[src/rtl/rv_pkg.sv]
// Shared RV32I encoding definitions.
//   - opcode constants, identical to the ones the control decoder matches on
//   - funct3 values the encoder forces for load/store/branch
//   - kind_e: the request kind carried on in_kind of rv_instr_encoder
//   - NOP_WORD: addi x0, x0, 0, emitted for illegal requests
//   - fits_signed(): true when a 32-bit value survives truncation to nbits
//     followed by sign extension
package rv_pkg;

    localparam logic [6:0] OP_R      = 7'b0110011;
    localparam logic [6:0] OP_IMM    = 7'b0010011;
    localparam logic [6:0] OP_LOAD   = 7'b0000011;
    localparam logic [6:0] OP_STORE  = 7'b0100011;
    localparam logic [6:0] OP_BRANCH = 7'b1100011;
    localparam logic [6:0] OP_LUI    = 7'b0110111;
    localparam logic [6:0] OP_JAL    = 7'b1101111;

    localparam logic [2:0] F3_WORD = 3'b010;
    localparam logic [2:0] F3_BEQ  = 3'b000;
    localparam logic [2:0] F3_SLL  = 3'b001;
    localparam logic [2:0] F3_SRX  = 3'b101;

    localparam logic [31:0] NOP_WORD = 32'h0000_0013;

    typedef enum logic [2:0] {
        K_R   = 3'd0,
        K_IMM = 3'd1,
        K_LW  = 3'd2,
        K_SW  = 3'd3,
        K_BEQ = 3'd4,
        K_LUI = 3'd5,
        K_JAL = 3'd6,
        K_ILL = 3'd7
    } kind_e;

    // Every bit from position nbits-1 upward must equal the sign bit.
    function automatic logic fits_signed(input logic [31:0] v, input int nbits);
        logic ok;
        ok = 1'b1;
        for (int i = 0; i < 32; i++) begin
            if ((i >= nbits - 1) && (v[i] != v[31])) begin
                ok = 1'b0;
            end
        end
        return ok;
    endfunction

endpackage

[src/rtl/rv_imm_pack.sv]
// Combinational immediate placement.
// Ports:
//   kind      in  3   request kind (kind_e encoding)
//   funct3    in  3   selects the shift form of ALU-immediate
//   funct7b5  in  1   becomes imm[10] of ALU-immediate shifts
//   imm       in  32  byte offset / value from the request
//   imm_bits  out 32  immediate bits already scattered into their
//                     instruction positions; all other bits zero
//   range_err out 1   immediate not representable (bits would be lost)
module rv_imm_pack
    import rv_pkg::*;
(
    input  logic [2:0]  kind,
    input  logic [2:0]  funct3,
    input  logic        funct7b5,
    input  logic [31:0] imm,
    output logic [31:0] imm_bits,
    output logic        range_err
);

    always_comb begin
        imm_bits  = '0;
        range_err = 1'b0;
        case (kind_e'(kind))
            K_IMM: begin
                if (funct3 == F3_SLL || funct3 == F3_SRX) begin
                    // Shifts: upper immediate carries the arithmetic flag only.
                    imm_bits[31:20] = {1'b0, funct7b5, 5'b00000, imm[4:0]};
                    range_err       = |imm[31:5];
                end else begin
                    imm_bits[31:20] = imm[11:0];
                    range_err       = !fits_signed(imm, 12);
                end
            end
            K_LW: begin
                imm_bits[31:20] = imm[11:0];
                range_err       = !fits_signed(imm, 12);
            end
            K_SW: begin
                imm_bits[31:25] = imm[11:5];
                imm_bits[11:7]  = imm[4:0];
                range_err       = !fits_signed(imm, 12);
            end
            K_BEQ: begin
                imm_bits[31]    = imm[12];
                imm_bits[30:25] = imm[10:5];
                imm_bits[11:8]  = imm[4:1];
                imm_bits[7]     = imm[11];
                range_err       = !fits_signed(imm, 13) || imm[0];
            end
            K_LUI: begin
                imm_bits[31:12] = imm[31:12];
                range_err       = |imm[11:0];
            end
            K_JAL: begin
                imm_bits[31]    = imm[20];
                imm_bits[30:21] = imm[10:1];
                imm_bits[20]    = imm[11];
                imm_bits[19:12] = imm[19:12];
                range_err       = !fits_signed(imm, 21) || imm[0];
            end
            default: begin
                // R-type has no immediate; illegal kind is handled by the top.
            end
        endcase
    end

endmodule

[src/rtl/rv_instr_encoder.sv]
// Field-level request -> RV32I machine word, written to sequential
// instruction-memory word addresses through a one-entry output register.
// Ports:
//   clk, reset              clock, synchronous active-high reset
//   in_valid / in_ready     request handshake
//   in_kind, in_rd, in_rs1, in_rs2, in_funct3, in_funct7b5, in_imm
//                           request fields
//   out_valid / out_ready   encoded-word handshake toward the imem write port
//   out_instr, out_addr     encoded word and its word address
//   out_err                 encoding error flag for out_instr
//   count                   words accepted since reset (saturates at capacity)
//   full                    capacity reached; no further requests accepted
module rv_instr_encoder
    import rv_pkg::*;
#(
    parameter int unsigned ADDR_W = 6,
    parameter int unsigned BASE   = 0
) (
    input  logic              clk,
    input  logic              reset,
    input  logic              in_valid,
    output logic              in_ready,
    input  logic [2:0]        in_kind,
    input  logic [4:0]        in_rd,
    input  logic [4:0]        in_rs1,
    input  logic [4:0]        in_rs2,
    input  logic [2:0]        in_funct3,
    input  logic              in_funct7b5,
    input  logic [31:0]       in_imm,
    output logic              out_valid,
    input  logic              out_ready,
    output logic [31:0]       out_instr,
    output logic [ADDR_W-1:0] out_addr,
    output logic              out_err,
    output logic [ADDR_W:0]   count,
    output logic              full
);

    localparam logic [ADDR_W-1:0] BASE_ADDR = ADDR_W'(BASE);
    localparam logic [ADDR_W:0]   COUNT_ONE = (ADDR_W + 1)'(1);

    logic              out_valid_reg;
    logic [31:0]       out_instr_reg;
    logic [ADDR_W-1:0] out_addr_reg;
    logic              out_err_reg;
    logic [ADDR_W:0]   count_reg;

    logic [31:0] imm_bits;
    logic        range_err;
    logic [31:0] instr_next;
    logic        err_next;
    logic        accept;

    rv_imm_pack u_imm_pack (
        .kind      (in_kind),
        .funct3    (in_funct3),
        .funct7b5  (in_funct7b5),
        .imm       (in_imm),
        .imm_bits  (imm_bits),
        .range_err (range_err)
    );

    // count never exceeds 2**ADDR_W, so its top bit alone signals capacity.
    assign full     = count_reg[ADDR_W];
    assign in_ready = !full && (!out_valid_reg || out_ready);
    assign accept   = in_valid && in_ready;

    // Register/opcode fields; immediate bits are OR-ed in from rv_imm_pack.
    always_comb begin
        instr_next = NOP_WORD;
        err_next   = range_err;
        case (kind_e'(in_kind))
            K_R:   instr_next = {1'b0, in_funct7b5, 5'b00000, in_rs2, in_rs1,
                                 in_funct3, in_rd, OP_R};
            K_IMM: instr_next = imm_bits | {12'b0, in_rs1, in_funct3, in_rd, OP_IMM};
            K_LW:  instr_next = imm_bits | {12'b0, in_rs1, F3_WORD, in_rd, OP_LOAD};
            K_SW:  instr_next = imm_bits | {7'b0, in_rs2, in_rs1, F3_WORD, 5'b0, OP_STORE};
            K_BEQ: instr_next = imm_bits | {7'b0, in_rs2, in_rs1, F3_BEQ, 5'b0, OP_BRANCH};
            K_LUI: instr_next = imm_bits | {20'b0, in_rd, OP_LUI};
            K_JAL: instr_next = imm_bits | {20'b0, in_rd, OP_JAL};
            default: begin
                instr_next = NOP_WORD;
                err_next   = 1'b1;
            end
        endcase
    end

    always_ff @(posedge clk) begin
        if (reset) begin
            out_valid_reg <= 1'b0;
            out_instr_reg <= '0;
            out_addr_reg  <= BASE_ADDR;
            out_err_reg   <= 1'b0;
            count_reg     <= '0;
        end else if (accept) begin
            // Also covers accept-while-draining: the register simply reloads.
            out_valid_reg <= 1'b1;
            out_instr_reg <= instr_next;
            out_addr_reg  <= BASE_ADDR + count_reg[ADDR_W-1:0];
            out_err_reg   <= err_next;
            count_reg     <= count_reg + COUNT_ONE;
        end else if (out_ready) begin
            out_valid_reg <= 1'b0;
        end
    end

    assign out_valid = out_valid_reg;
    assign out_instr = out_instr_reg;
    assign out_addr  = out_addr_reg;
    assign out_err   = out_err_reg;
    assign count     = count_reg;

endmodule

[config.mk]
export PLATFORM = sky130hd
export DESIGN_NAME = rv_instr_encoder
export DESIGN_NICKNAME = d
export VERILOG_FILES = /design/src/rtl/rv_pkg.sv /design/src/rtl/rv_imm_pack.sv /design/src/rtl/rv_instr_encoder.sv
export SDC_FILE = /design/constraint.sdc
export NUM_CORES = 1
export LEC_CHECK = 0
export CORE_MARGIN = 2
export CORE_UTILIZATION = 33
export CTS_CLUSTER_DIAMETER = 40
export DETAILED_ROUTE_END_ITERATION = 8
export DONT_BUFFER_PORTS = 1
export PLACE_DENSITY = 0.51
export REMOVE_ABC_BUFFERS = 1
export SETUP_SLACK_MARGIN = 0.4
export SLEW_MARGIN = 15
export SYNTH_ARGS = -nofsm -noshare
export SYNTH_HDL_FRONTEND = slang
export SYNTH_HIERARCHICAL = 1
export SYNTH_SLANG_ARGS = --single-unit
[constraint.sdc]
create_clock -name clk -period 2.5 [get_ports clk]
set_input_delay 0.75 -clock clk [delete_from_list [all_inputs] [get_ports clk]]
set_output_delay 0.75 -clock clk [all_outputs]
set_load 0.02 [all_outputs]
==> out/qor.yml <==
place_ws_ps: 107.0
cts_buffers: 5
pin_count: 107
avgViaCountPerCell: 5.694
clock-root-buffer: "clkbuf_8"
cp_top_family: "simple AND/OR/NAND/NOR gates"
overflow: 0
final_cell_mix: "nand2_1, dfxtp_1, a21oi_1"
yosys_warnings: 6
gr-usage-met1_pct: 21.43
cts_setup_buffers: 0
setup_ws_ps: 404.3
cts_hold_buffers: 0
crit_type: "in2reg"
use_met3_pct: 5.853
switching_share_pct: 31.78
drive_gt1_share_pct: 8.197
whs_path_depth: 1
path_buf_inv: 0
timing.hold.ws_ps: 510.9
max-clock-path-buffers: 2
die_x_um: 96.82
first_iter_violations: 155
hp-class: "in2reg"
endpoint_kind: "flop"
n_antenna_cell: 0
wire_per_inst_um: 18.00
fin_crit_ps: 2096
slew_headroom_pct: 61.77
crit_required_ps: 2700
critPathArrivalTime_ps: 2300
power.switching_mw: 0.5045
clkSinkCount: 46
use_met2_pct: 29.91
synth.cell_area_um2: 2843
max_cap_viol_count: 0
finClkSkew_ps: 7.494
antenna_left: 0
htreeDepth: 2
setup_viol: 0
seqPwrFrac_pct: 53.4
io_buffers: 0
power_density_nw_per_um2: 528.5
r2r_end: "out_instr[13]$_SDFFE_PP0P_"
num_vias: 2682
core_um2: 8299
syn2layout_area_growth_pct: 5.634
r2r-start: "count[6]$_SDFFE_PP0P_"
crit_path_cell_trace: "or4_4 -> nor4_4 -> a31oi_1 -> a221oi_2 -> nand3_1 -> nor3_2 -> nor3_1"
clock_latency_ps: 310
hold_viol: 0
fp.dieArea_um2: 9373
status: "finished clean"
dr.pass1.iters: 4
drc_errors: 0
grt_pass1_wl_um: 13770
rr_worst_depth: 5
dp_hpwl_um: 6120
fillers: 886
wl_um: 8477
tightestPinTransition_ps: 565.5
worstHoldStart: "reset"
clockPowerShare_pct: 31.3
critical_path.max_stage_delay_ps: 530
avgSynthCellArea_um2: 7.501
postLayoutCellArea_um2: 3003
top_usage_layer: "met2"
clock.fmax_mhz: 477.2
antenna_found_initial: 0
rsz0062_at_grt: "true"
die_h_um: 96.82
grt_pass1_vias: 2632
final_core_util_pct: 36.18
p_int_mw: 1.083
path_clk_slew_ps: 90
comb_power_share_pct: 15.3
cts_tree: "done"
largest_reg_flops: 31
grt_max_degree: 46
post-route-period-util_pct: 83.83
syn_inst: 379
track_usage_pct: 17.75
power.leakage_nw: 1.008
initial_core_util_pct: 34.25
slowest_stage: "or4_4"
ir_worst_vdd_uv: 186.0
holdPathEnd: "out_instr[9]$_SDFFE_PP0P_"
critPathMaxFanout: 2
start_kind: "primary input"
place_congestion: 0.9395
r2r_slack_ps: 700
drv_slew: 0
finalSetupTns_ps: 0
nets: 424
final_common_cell: "nand2_1"
core.rowCount: 33
post_cts_resized: 0
placed_area_um2: 2887
==> worst max-delay path by stage <==
| stage | startpoint | end | cells after the start |
|---|---|---|---|
| floorplan | in_valid | out_instr[10]$_SDFFE_PP0P_ | 4 |
| global placement | in_imm[7] | out_err$_SDFFE_PP0P_ | 7 |
| detailed placement | in_imm[7] | out_err$_SDFFE_PP0P_ | 7 |
| CTS | out_valid$_SDFFE_PP0P_ | in_ready | 2 |
| global route | in_imm[7] | out_err$_SDFFE_PP0P_ | 7 |
| finish | in_imm[7] | out_err$_SDFFE_PP0P_ | 7 |
==> cell type report <==
class	count	area, um2	area share, %
inverters	6	22.52	0.7500
multi-input cells	297	1767	58.83
flip-flops and latches	46	920.9	30.67
clock buffers	5	68.82	2.292
repair buffers	9	67.56	2.250
clock inverters	3	25.02	0.8333
well taps	105	131.4	4.375
==> routing by layer <==
| layer | vias to the layer above | routed length [um] |
|---|---|---|
| li1 | 1335 | - |
| met1 | 1239 | 3561 |
| met2 | 100 | 4081 |
| met3 | 8 | 694 |
| met4 | 0 | 140 |
| met5 | - | 0 |
==> worst reg2reg max path, cell delays in order (launching register included) <==
cell and delay, ps:
dfxtp_1 480, nor2b_1 220, nand2_1 300, buf_4 330, a221o_1 290, a21oi_1 130
==> power groups by stage <==
| stage | clock network [mW] | logic [mW] | registers [mW] |
|---|---|---|---|
| floorplan | 0 | 0.183 | 0.855 |
| global placement | 0 | 0.237 | 0.866 |
| detailed placement | 0 | 0.241 | 0.866 |
| CTS | 0.522 | 0.242 | 0.849 |
| global route | 0.553 | 0.275 | 0.854 |
| finish | 0.497 | 0.243 | 0.847 |
==> metrics by stage <==
stage | power (mW) | std cells
after detailed placement | 1.107 | 463
after global placement | 1.103 | 463
after CTS | 1.612 | 471
after floorplan | 1.038 | 349
final | 1.587 | 471
after global routing | 1.682 | 471
(Power assumes the default switching activity.)
